**src/rtl/noc_responder_q.sv**
```systemverilog
// Queued read responder: buffers read requests, reads the local register file
// and emits one response packet per request under responder-NoC back-pressure.
module noc_responder_q #(
  parameter int DATA_W = 16,
  parameter int REG_W  = 6,
  parameter int DEST_W = 2,
  parameter int ID_W   = 2,
  parameter int DEPTH  = 4,
  parameter int CNT_W  = 8
) (
  input  logic                                  clk,
  input  logic                                  reset,
  input  logic [ID_W-1:0]                       my_id,
  input  logic [REG_W+DEST_W:0]                 req_pkt,
  output logic                                  req_ready,
  output logic                                  rd_en,
  output logic [REG_W-1:0]                      rd_addr,
  input  logic [DATA_W-1:0]                     rd_data,
  input  logic                                  full,
  input  logic                                  almost_full,
  output logic [DATA_W+REG_W+ID_W+DEST_W:0]     dataOut,
  output logic                                  write,
  output logic                                  busy,
  output logic [CNT_W-1:0]                      drop_cnt
);

  localparam int AW     = $clog2(DEPTH);
  localparam int ENT_W  = REG_W + DEST_W;
  localparam int RESP_W = DATA_W + REG_W + ID_W + DEST_W + 1;

  typedef enum logic [1:0] {IDLE, WAIT, SEND} state_t;

  state_t                 state_q, state_d;
  logic [AW:0]            wr_ptr_q, wr_ptr_d, rd_ptr_q, rd_ptr_d;
  logic [ENT_W-1:0]       mem_q [DEPTH];
  logic [ENT_W-1:0]       mem_d [DEPTH];
  logic [REG_W-1:0]       lat_reg_q, lat_reg_d;
  logic [DEST_W-1:0]      lat_dest_q, lat_dest_d;
  logic [RESP_W-1:0]      data_out_q, data_out_d;
  logic                   write_q, write_d;
  logic [CNT_W-1:0]       drop_cnt_q, drop_cnt_d;

  logic                   fifo_empty, fifo_full, push, pop, gate_open;
  logic [ENT_W-1:0]       head;

  assign fifo_empty = (wr_ptr_q == rd_ptr_q);
  assign fifo_full  = (wr_ptr_q[AW] != rd_ptr_q[AW]) &&
                      (wr_ptr_q[AW-1:0] == rd_ptr_q[AW-1:0]);
  assign head       = mem_q[rd_ptr_q[AW-1:0]];
  assign req_ready  = ~fifo_full;
  assign push       = req_pkt[0] & ~fifo_full;
  // Gate looks at the strobe currently on the wire: a live write consumes the last slot.
  assign gate_open  = ~((write_q & almost_full) | (~write_q & full));

  assign rd_addr  = head[ENT_W-1:DEST_W];
  assign dataOut  = data_out_q;
  assign write    = write_q;
  assign busy     = ~fifo_empty | (state_q != IDLE);
  assign drop_cnt = drop_cnt_q;

  always_comb begin
    mem_d      = mem_q;
    wr_ptr_d   = wr_ptr_q;
    drop_cnt_d = drop_cnt_q;
    if (push) begin
      mem_d[wr_ptr_q[AW-1:0]] = req_pkt[REG_W+DEST_W:1];
      wr_ptr_d = wr_ptr_q + 1'b1;
    end else if (req_pkt[0] && (drop_cnt_q != {CNT_W{1'b1}})) begin
      drop_cnt_d = drop_cnt_q + 1'b1;
    end
  end

  always_comb begin
    state_d    = state_q;
    pop        = 1'b0;
    rd_en      = 1'b0;
    rd_ptr_d   = rd_ptr_q;
    lat_reg_d  = lat_reg_q;
    lat_dest_d = lat_dest_q;
    data_out_d = data_out_q;
    write_d    = 1'b0;
    case (state_q)
      IDLE: begin
        if (!fifo_empty) begin
          rd_en      = 1'b1;
          pop        = 1'b1;
          lat_reg_d  = head[ENT_W-1:DEST_W];
          lat_dest_d = head[DEST_W-1:0];
          state_d    = WAIT;
        end
      end
      WAIT: begin
        data_out_d = {rd_data, lat_reg_q, my_id, lat_dest_q, 1'b1};
        if (gate_open) begin
          write_d = 1'b1;
          state_d = IDLE;
        end else begin
          state_d = SEND;
        end
      end
      SEND: begin
        if (gate_open) begin
          write_d = 1'b1;
          state_d = IDLE;
        end
      end
      default: state_d = IDLE;
    endcase
    if (pop) rd_ptr_d = rd_ptr_q + 1'b1;
  end

  always_ff @(posedge clk or posedge reset) begin
    if (reset) begin
      state_q    <= IDLE;
      wr_ptr_q   <= '0;
      rd_ptr_q   <= '0;
      for (int i = 0; i < DEPTH; i++) mem_q[i] <= '0;
      lat_reg_q  <= '0;
      lat_dest_q <= '0;
      data_out_q <= '0;
      write_q    <= 1'b0;
      drop_cnt_q <= '0;
    end else begin
      state_q    <= state_d;
      wr_ptr_q   <= wr_ptr_d;
      rd_ptr_q   <= rd_ptr_d;
      mem_q      <= mem_d;
      lat_reg_q  <= lat_reg_d;
      lat_dest_q <= lat_dest_d;
      data_out_q <= data_out_d;
      write_q    <= write_d;
      drop_cnt_q <= drop_cnt_d;
    end
  end

endmodule

```
**config.mk**
```make
export PLATFORM = sky130hd
export DESIGN_NAME = noc_responder_q
export DESIGN_NICKNAME = d
export VERILOG_FILES = /design/src/rtl/noc_responder_q.sv
export SDC_FILE = /design/constraint.sdc
export NUM_CORES = 1
export LEC_CHECK = 0
export ABC_CLOCK_PERIOD_IN_PS = 3400
export CAP_MARGIN = 20
export CORE_MARGIN = 1
export CORE_UTILIZATION = 35
export DETAILED_ROUTE_END_ITERATION = 8
export GPL_TIMING_DRIVEN = 0
export PLACE_DENSITY_LB_ADDON = 0.25
export SYNTH_ARGS = -nofsm -noshare
export SYNTH_HDL_FRONTEND = slang
export SYNTH_SLANG_ARGS = --single-unit
```
**constraint.sdc**
```tcl
create_clock -name clk -period 3.4 [get_ports clk]
set_clock_uncertainty 0.15 [all_clocks]
set_input_delay 0.68 -clock clk [delete_from_list [all_inputs] [get_ports clk]]
set_output_delay 0.68 -clock clk [all_outputs]
set_load 0.03 [all_outputs]
```
==> out/qor.csv, run 1 <==
metric,value,unit
Placement Rows,37,
initial antenna violation count,0,
largest net degree at the start of global routing,71,
Routed WL,6880,um
initial drt markers,72,
"Cell Chain, Critical Path",buf_4 -> mux4_2 -> buf_4 -> clkdlybuf4s50_1,
Int Power,3.233,mW
Slew headroom,0.6314,
syn nets,290,
Slew Limit Fails,0,
Max H-tree Level,3,
io pins,76,
crit-path leading delay family,buffers and inverters,
CP startpoint,rd_ptr_q[0]$_DFFE_PP0P_,
cts bufs inserted,9,
Critical-path top delay cell,mux4_2,
Hold Crit Class,register to register,
first-pass GRT wire length,11580,um
most frequent cell after synthesis,dfrtp_1,
Die W,104.8,um
Lkg Pwr,2.016,nW
Finished Core Util,0.4698,
share of layout cells above drive strength 1,0.3246,
Synth Flop Type,dfrtp_1,
Worst R2R Start,state_q[1]$_DFFE_PP0P_,
critical path depth in cells,4,
post-synthesis async set-or-reset flop share,1.000,
hold slack,0.3303,ns
DRC,0,
RR Endpoint,dataOut[18]$_DFFE_PP0P_,
final worst-path cycle share,0.9278,
via count,2231,
n_diodes,0,
R2R cell count,5,
YS warnings,0,
clock power share,0.121,
GRT Total Usage,0.1341,
Syn Inst Count,250,
Setup crit end kind,output pin,
register area share after synthesis,0.5683,
initial core utilization,0.3599,
CTS Root Buffer Type,clkbuf_8,
worst-margin pin slew,0.5529,ns
crit path kind,register to output pin,
synth cell count leaders,"dfrtp_1 (84), mux2_2 (69), buf_4 (9), ha_1 (9), xnor2_1 (9)",
maximum VDD drop,0.5233,mV
"Max FO, Critical Path",10,
drt via density,4.667,
post-DP HPWL,4892,um
setup bufs post-CTS,0,
library cells used by synthesis,33,
core footprint,10280,um^2
Die Area,10980,um^2
vias in the first global route,2297,
Port Buffer Count,75,
NetSw,2.016,mW
flop2flop setup slack,1.24,ns
CTS tree,done,
Final nets,377,
cell mode on critical path,buf_4,
P&R area growth vs syn,30.55,%
Yosys reg bits,84,
Pre-antenna DRT Iters,4,
DRT antenna net count,0,
clk buf depth,2,
WP data arrival,2.32,ns
Synth Cell Area,3699,um^2
fill count,948,
Fin. Hold Viols,0,
Avg WL per Cell,14.39,um
total grt overflow,0,
Setup crit end,rd_addr[4],
Worst Path Buf+Inv,3,
syn_area_per_cell,14.79,um^2
Comb pwr share,0.542,
outcome,finished clean,
Fmax,0.3170,GHz
final setup fails,0,
Power Density,1087,nW/um^2
largest area contributor in the netlist,dfrtp_1,
Max Cap Viol,0,
Sw Share,0.3841,
clock-pin transition on the worst setup and hold timing paths,0.08,ns
synth top area cells,"dfrtp_1 (57%), mux2_2 (21%), mux4_2 (4.9%)",
CP Launch Type,register,
Final Wtd Congestion,0.7401,
sequential share of power,0.338,
RSZ-0062 raised after global routing,no,
top-area cell type share of the netlist area,0.5683,
number of flops mapped to enable cells by yosys,0,
CP max stage delay,0.59,ns
post-route minimum period,3.155,ns
Worst Path Required,2.57,ns
Die Height,104.8,um
clk sink count,84,
clk_lat worst skew,0.33,ns
worst reg2reg max path: stages (launching register included):
cell and delay (ns):
dfrtp_1 0.39, inv_1 0.09, ha_1 0.15, clkbuf_1 0.39, clkbuf_1 0.50, mux2_2 0.40
placed cells by master (no fill, tap or decap), types with 4 or more instances in the layout:
master,n
dfrtp_1,84
clkdlybuf4s50_1,74
mux2_2,69
xnor2_1,9
buf_4,9
ha_1,9
clkbuf_8,9
mux4_2,8
nand2_1,7
inv_1,6
xor2_1,5
and2_1,5
and3_1,4
nand3_1,4
clkbuf_1,4
worst min-delay path by stage:
stage                                   startpoint                        to  slack [ns]  cells after the start
after floorplan           lat_reg_q[3]$_DFFE_PP0P_  lat_reg_q[3]$_DFFE_PP0P_        0.32                      1
after global placement      dataOut[0]$_DFFE_PP0P_    dataOut[0]$_DFFE_PP0P_        0.30                      1
after detailed placement    dataOut[0]$_DFFE_PP0P_    dataOut[0]$_DFFE_PP0P_        0.32                      1
after CTS                   dataOut[0]$_DFFE_PP0P_    dataOut[0]$_DFFE_PP0P_        0.34                      1
after global routing          mem_q[4]$_DFFE_PP0P_      mem_q[4]$_DFFE_PP0P_        0.37                      1
final                       dataOut[0]$_DFFE_PP0P_    dataOut[0]$_DFFE_PP0P_        0.33                      1
sequential cells by signal (all words and copies together), names as in the netlist:
name / count
rd_ptr_q: 3
lat_reg_q: 6
dataOut: 27
state_q: 2
lat_dest_q: 2
write: 1
mem_q: 32
drop_cnt: 8
wr_ptr_q: 3
timing repair:
item,in CTS,in global routing
hold buffers,0,0
hold endpoints to repair,0,0
setup endpoints to repair,0,1
resized for setup,0,1
routing by layer:
| layer | GRT usage | wire [um] | part of all wire | up-vias |
|---|---|---|---|---|
| li1 | - | - | - | 1055 |
| met3 | 0.02558 | 345 | 0.050 | 6 |
| met5 | 0 | 0 | 0 | - |
| met2 | 0.2086 | 3156 | 0.46 | 61 |
| met1 | 0.1879 | 3313 | 0.48 | 1109 |
| met4 | 0.04527 | 64 | 0.0093 | 0 |
power by group through the flow:
stage          clock [mW]  sequential [mW]  combinational [mW]
5_1_grt             0.704             1.85                3.04
4_1_cts             0.665             1.78                2.88
3_3_place_gp            0             1.77                2.84
6_report            0.634             1.77                2.84
2_1_floorplan           0             2.11                1.62
3_5_place_dp            0             1.80                2.88
kinds of logic (layout without fill, tap and decap cells):
kind of cell | count (synthesis) | count (layout) | synth area share
compound gates | 9 | 9 | 0.01861
buf+inv | 23 | 115 | 0.03552
xor+xnor | 14 | 14 | 0.03315
mux | 79 | 79 | 0.2642
flops | 84 | 84 | 0.5683
fa+ha+maj | 9 | 9 | 0.03045
simple gates | 32 | 32 | 0.04973
layout make-up:
type | instances | area [um^2] | area share
Tap cell | 136 | 170.2 | 0.03524
Multi-Input combinational cell | 143 | 1465 | 0.3034
Inverter | 7 | 28.78 | 0.005960
Timing Repair Buffer | 76 | 780.7 | 0.1617
Sequential cell | 84 | 2102 | 0.4353
Clock inverter | 6 | 48.80 | 0.01011
Clock buffer | 10 | 127.6 | 0.02643
Buffer | 16 | 105.1 | 0.02177
through the flow:
step           setup TNS [ns]  setup WS [ns]  power [mW]  std cells  area, um^2
4_1_cts                     0        0.09218       5.329        478        4826
5_1_grt                     0         0.1452       5.599        478        4828
2_1_floorplan               0         0.4049       3.730        250        3699
3_3_place_gp           -78.37        -0.9367       4.606        461        4619
3_5_place_dp                0         0.4829       4.675        462        4649
6_report                    0         0.2454       5.248        478        4828
No activity file was read; power rests on OpenSTA's default activity.
==> inputs of run 2 (changes only) <==
- ABC_CLOCK_PERIOD_IN_PS: 3400 -> 3000
- CTS_CLUSTER_SIZE: unset -> 25
- RECOVER_POWER: unset -> 100
- clock period: 3.4 -> 3 ns (I/O delays scaled with it)
==> out/qor.csv, run 2 (synthesized netlist as in run 1, its figures left out) <==
metric,value,unit,change
"most common cell after layout, fill and taps aside",dfrtp_1,,unchanged
Fmax,0.3523,GHz,
Max H-tree Level,3,,unchanged
Avg WL per Cell,14.44,um,was 14.39 um
Critical-path top delay cell,mux4_2,,unchanged
Final nets,377,,unchanged
Setup crit end kind,output pin,,unchanged
setup bufs post-CTS,0,,unchanged
Worst Path Required,2.25,ns,was 2.57 ns
CP Launch Type,register,,unchanged
vias in the first global route,2289,,was 2297
final setup fails,0,,unchanged
core footprint,10280,um^2,unchanged
final std cells w/o fill,478,,unchanged
crit path kind,register to output pin,,unchanged
"Cell Chain, Critical Path",buf_4 -> mux4_2 -> clkbuf_4 -> dlygate4sd2_1,,was buf_4 -> mux4_2 -> buf_4 -> clkdlybuf4s50_1
Routed WL,6901,um,was 6880 um
largest net degree at the start of global routing,71,,unchanged
Placement Rows,37,,unchanged
maximum VDD drop,0.5487,mV,was 0.5233 mV
Pre-antenna DRT Iters,4,,unchanged
total grt overflow,0,,unchanged
n_diodes,0,,unchanged
post-route minimum period,2.839,ns,
clock-pin transition on the worst setup and hold timing paths,0.08,ns,about the same
RSZ-0062 raised after global routing,no,,unchanged
initial antenna violation count,0,,unchanged
Die Height,104.8,um,unchanged
clk sink count,84,,unchanged
cts bufs inserted,9,,unchanged
Power Density,1205,nW/um^2,was 1087 nW/um^2
drt via density,4.672,,was 4.667
max FFs per register,32,,unchanged
io pins,76,,unchanged
initial core utilization,0.3599,,unchanged
worst-margin pin slew,0.9505,ns,was 0.5529 ns
most frequent cells in the layout,"dfrtp_1 (84), mux2_2 (69), dlygate4sd3_1 (41)",,"was dfrtp_1 (84), clkdlybuf4s50_1 (74), mux2_2 (69)"
Port Buffer Count,75,,unchanged
flop2flop setup slack,0.47,ns,was 1.24 ns
CP max stage delay,0.59,ns,about the same
dpl cells,462,,unchanged
CTS Root Buffer Type,clkbuf_8,,unchanged
GRT Total Usage,0.1341,,unchanged
final worst-path cycle share,0.9463,,
Hold Crit Class,register to register,,unchanged
clk buf depth,2,,unchanged
DRC,0,,unchanged
Slew headroom,0.3663,,was 0.6314
initial drt markers,69,,was 72
Biggest register,mem_q,,unchanged
"Max FO, Critical Path",10,,unchanged
CTS tree,done,,unchanged
Max Cap Viol,0,,unchanged
Fin. Hold Viols,0,,unchanged
first-pass GRT wire length,11580,um,unchanged
clk_lat worst skew,0.34,ns,was 0.33 ns
Slew Limit Fails,0,,unchanged
WP data arrival,2.09,ns,was 2.32 ns
Finished Core Util,0.4635,,was 0.4698
post-route cell area,4763,um^2,was 4828 um^2
DRT antenna net count,0,,unchanged
placement-stage cell area,4649,um^2,unchanged
via count,2233,,was 2231
share of layout cells above drive strength 1,0.3041,,was 0.3246
CTS Hold Bufs,0,,unchanged
Lkg Pwr,1.997,nW,was 2.016 nW
Final Wtd Congestion,0.7401,,unchanged
P&R area growth vs syn,28.79,%,was 30.55%
Die Area,10980,um^2,unchanged
outcome,finished clean,,unchanged
Die W,104.8,um,unchanged
post-DP HPWL,4892,um,unchanged
## run 2: cell types whose count changed in the layout (fill, tap and decap cells not counted), sizes merged
| cell | previous run | this run |
|---|---|---|
| inv | 9 | 8 |
| dlymetal6s2s | 1 | 0 |
| buf | 14 | 3 |
| clkdlybuf4s50 | 74 | 27 |
| clkbuf | 13 | 25 |
| dlygate4sd3 | 0 | 41 |
| dlygate4sd2 | 0 | 6 |
| clkinvlp | 3 | 4 |
## run 2: power by group
| group | switching (mW) | internal (mW) |
|---|---|---|
| Sequential | 0.306 | 1.69 |
| Combinational | 1.54 | 1.48 |
| Clock | 0.412 | 0.308 |
## run 2: layer usage
metal  part of all wire  global-route usage  vias up
met2               0.46              0.2086       56
met3              0.050             0.02558        6
li1                   -                   -     1052
met1               0.49              0.1879     1119
met4             0.0091             0.04527        0
met5                  0                   0        -
## run 2: cell type report
cell class / count / area [um^2]
multi-input combinational: 143 / 1449
clock inverter: 6 / 48.80
timing repair buffer: 76 / 744.5
buffer: 16 / 93.84
sequential: 84 / 2102
clock buffer: 10 / 127.6
fill: 958 / 5514
tap: 136 / 170.2
inverter: 7 / 27.53
## run 2: worst max-delay path, delay by kind of cell, from the launching register on
kind	cells	cell delay, ns
flops	1	0.40
buf+inv	3	0.76
mux	1	0.59
## run 2: through the flow
step | setup WS (ns) | total power [mW] | TNS, ns | hold slack [ns]
final | 0.1612 | 5.738 | 0 | 0.3253
after global routing | 0.06490 | 6.125 | 0 | 0.3697
after CTS | 0.04735 | 5.967 | 0 | 0.3434
after detailed placement | 0.1629 | 5.298 | 0 | 0.3220
after global placement | -1.257 | 5.220 | -105.25 | 0.3016
after floorplan | 0.08486 | 4.228 | 0 | 0.3249
## run 2: final timing paths
kind,from,endpoint,depth (start not counted)
setup reg to reg,wr_ptr_q[1]$_DFFE_PP0P_,mem_q[5]$_DFFE_PP0P_,5
hold / removal,dataOut[0]$_DFFE_PP0P_,dataOut[0]$_DFFE_PP0P_,1
setup / recovery,rd_ptr_q[0]$_DFFE_PP0P_,rd_addr[4],4
min in group asynchronous,reset,dataOut[19]$_DFFE_PP0P_,2
max in group asynchronous,reset,mem_q[26]$_DFFE_PP0P_,3
hold reg to reg,dataOut[0]$_DFFE_PP0P_,dataOut[0]$_DFFE_PP0P_,1
## run 2: what timing repair did
action / in CTS / in global routing
setup endpoints to repair: 7 / 1
gates resized for setup: 7 / 2
hold endpoints to repair: 0 / 0
==> inputs of run 3 (changes only) <==
- CELL_PAD_IN_SITES_DETAIL_PLACEMENT: unset -> 0
- CELL_PAD_IN_SITES_GLOBAL_PLACEMENT: unset -> 1
- CTS_CLUSTER_DIAMETER: unset -> 50
==> out/qor.csv, run 3 (synthesized netlist as in run 1, its figures left out) <==
metric,value,unit,change
outcome,finished clean,,unchanged
RSZ-0062 raised after global routing,no,,unchanged
post-route cell area,4805,um^2,was 4763 um^2
DRT antenna net count,0,,unchanged
"Cell Chain, Critical Path",clkbuf_4 -> mux4_2 -> clkbuf_4 -> dlygate4sd2_1,,was buf_4 -> mux4_2 -> clkbuf_4 -> dlygate4sd2_1
Comb pwr share,0.518,,was 0.526
initial core utilization,0.3599,,unchanged
Critical-path top delay cell,mux4_2,,unchanged
Sw Share,0.3886,,was 0.3937
Die W,104.8,um,unchanged
post-route minimum period,2.871,ns,was 2.839 ns
Fin. Hold Viols,0,,unchanged
Slew Limit Fails,0,,unchanged
Biggest register,mem_q,,unchanged
core footprint,10280,um^2,unchanged
RR Endpoint,mem_q[6]$_DFFE_PP0P_,,was mem_q[5]$_DFFE_PP0P_
Worst R2R Start,wr_ptr_q[0]$_DFFE_PP0P_,,was wr_ptr_q[1]$_DFFE_PP0P_
n_diodes,0,,unchanged
final worst-path cycle share,0.9570,,was 0.9463
via count,2235,,was 2233
Lkg Pwr,2.030,nW,was 1.997 nW
Max H-tree Level,3,,unchanged
vias in the first global route,2218,,was 2289
flop2flop setup slack,0.43,ns,was 0.47 ns
Port Buffer Count,75,,unchanged
clk buf depth,2,,unchanged
Worst Path Required,2.25,ns,about the same
sequential share of power,0.340,,was 0.348
CTS Hold Bufs,0,,unchanged
Die Height,104.8,um,unchanged
R2R cell count,5,,unchanged
post-DP HPWL,4830,um,was 4892 um
largest net degree at the start of global routing,62,,was 71
Hold Crit Class,register to register,,unchanged
share of layout cells above drive strength 1,0.3099,,was 0.3041
clk sink count,84,,unchanged
WP data arrival,2.12,ns,was 2.09 ns
CP max stage delay,0.59,ns,about the same
setup bufs post-CTS,0,,unchanged
drt via density,4.676,,was 4.672
fill count,986,,was 958
Power Density,1219,nW/um^2,was 1205 nW/um^2
P&R area growth vs syn,29.91,%,was 28.79%
Setup crit end,rd_addr[1],,was rd_addr[4]
Setup crit end kind,output pin,,unchanged
max FFs per register,32,,unchanged
Die Area,10980,um^2,unchanged
clock-pin transition on the worst setup and hold timing paths,0.08,ns,about the same
Max Cap Viol,0,,unchanged
CTS tree,done,,unchanged
cts bufs inserted,9,,unchanged
clk_lat worst skew,0.34,ns,about the same
NetSw,2.276,mW,was 2.259 mW
placement-stage cell area,4649,um^2,unchanged
final setup fails,0,,unchanged
Finished Core Util,0.4675,,was 0.4635
initial antenna violation count,0,,unchanged
Placement Rows,37,,unchanged
Pre-antenna DRT Iters,4,,unchanged
Post-CTS Resized,7,,unchanged
Slew headroom,0.2872,,was 0.3663
"most common cell after layout, fill and taps aside",dfrtp_1,,unchanged
total grt overflow,0,,unchanged
Final Wtd Congestion,0.7348,,was 0.7401
Routed WL,6846,um,was 6901 um
Fmax,0.3483,GHz,was 0.3523 GHz
most frequent cells in the layout,"dfrtp_1 (84), mux2_2 (69), dlygate4sd3_1 (41)",,unchanged
CP startpoint,rd_ptr_q[0]$_DFFE_PP0P_,,unchanged
CTS Root Buffer Type,clkbuf_8,,unchanged
DRC,0,,unchanged
maximum VDD drop,0.5254,mV,was 0.5487 mV
io pins,76,,unchanged
Final nets,377,,unchanged
cell mode on critical path,clkbuf_4,,
GRT Total Usage,0.1332,,was 0.1341
setup TNS,0,ns,unchanged
Power Total,5.857,mW,was 5.738 mW
initial drt markers,51,,was 69
clock power share,0.142,,was 0.125
Int Power,3.581,mW,was 3.479 mW
Avg WL per Cell,14.32,um,was 14.44 um
first-pass GRT wire length,11270,um,was 11580 um
worst-margin pin slew,1.063,ns,was 0.9505 ns
crit path kind,register to output pin,,unchanged
"Max FO, Critical Path",10,,unchanged
CP Launch Type,register,,unchanged
[run 3: cell types whose count changed in the layout (fill, tap and decap cells not counted), sizes merged]
cell,change
clkinvlp,-3
clkbuf,-2
inv,+2
bufinv,+1
clkinv,+1
dlygate4sd2,+1
[run 3: through the flow]
step / worst slack (ns) / hold WS [ns] / std cells
global route: 0.02596 / 0.3722 / 478
detailed placement: 0.1633 / 0.3205 / 462
global placement: -1.279 / 0.3007 / 461
floorplan: 0.08486 / 0.3249 / 250
CTS: 0.05716 / 0.3403 / 478
finish: 0.1289 / 0.3307 / 478
[run 3: layout make-up]
class	count	area, um^2	share of cell area
Clock inverter	7	81.33	0.01693
Timing Repair Buffer	76	749.5	0.1560
Sequential cell	84	2102	0.4375
Multi-Input combinational cell	143	1456	0.3031
Clock buffer	9	123.9	0.02578
Buffer	16	93.84	0.01953
Tap cell	136	170.2	0.03542
Inverter	7	27.53	0.005729
[run 3: metal layers]
layer | share of wire | vias to the layer above | wire length (um) | global-route usage
met5 | 0 | - | 0 | 0
met3 | 0.048 | 8 | 330 | 0.02807
met2 | 0.45 | 59 | 3063 | 0.1977
met1 | 0.49 | 1123 | 3366 | 0.1895
li1 | - | 1045 | - | -
met4 | 0.013 | 0 | 87 | 0.05433
[run 3: power by group through the flow]
stage	Combinational, mW	Clock (mW)	Sequential, mW
detailed placement	3.26	0	2.03
global route	3.26	0.906	2.08
finish	3.03	0.833	1.99
CTS	3.20	0.867	2.01
floorplan	1.83	0	2.39
global placement	3.23	0	2.01
[run 3: critical path: cells and delay by family (launching register included)]
| kind | cells | cell delay (ns) |
|---|---|---|
| buffers and inverters | 3 | 0.81 |
| DFF | 1 | 0.39 |
| muxes | 1 | 0.59 |
[run 3: worst min path at each step]
| stage | from | to | slack (ns) | cells after the start |
|---|---|---|---|---|
| 6_report | dataOut[0]$_DFFE_PP0P_ | dataOut[0]$_DFFE_PP0P_ | 0.33 | 1 |
| 5_1_grt | mem_q[12]$_DFFE_PP0P_ | mem_q[12]$_DFFE_PP0P_ | 0.37 | 1 |
| 4_1_cts | dataOut[0]$_DFFE_PP0P_ | dataOut[0]$_DFFE_PP0P_ | 0.34 | 1 |
| 3_5_place_dp | dataOut[0]$_DFFE_PP0P_ | dataOut[0]$_DFFE_PP0P_ | 0.32 | 1 |
| 3_3_place_gp | dataOut[0]$_DFFE_PP0P_ | dataOut[0]$_DFFE_PP0P_ | 0.30 | 1 |
| 2_1_floorplan | lat_reg_q[3]$_DFFE_PP0P_ | lat_reg_q[3]$_DFFE_PP0P_ | 0.32 | 1 |
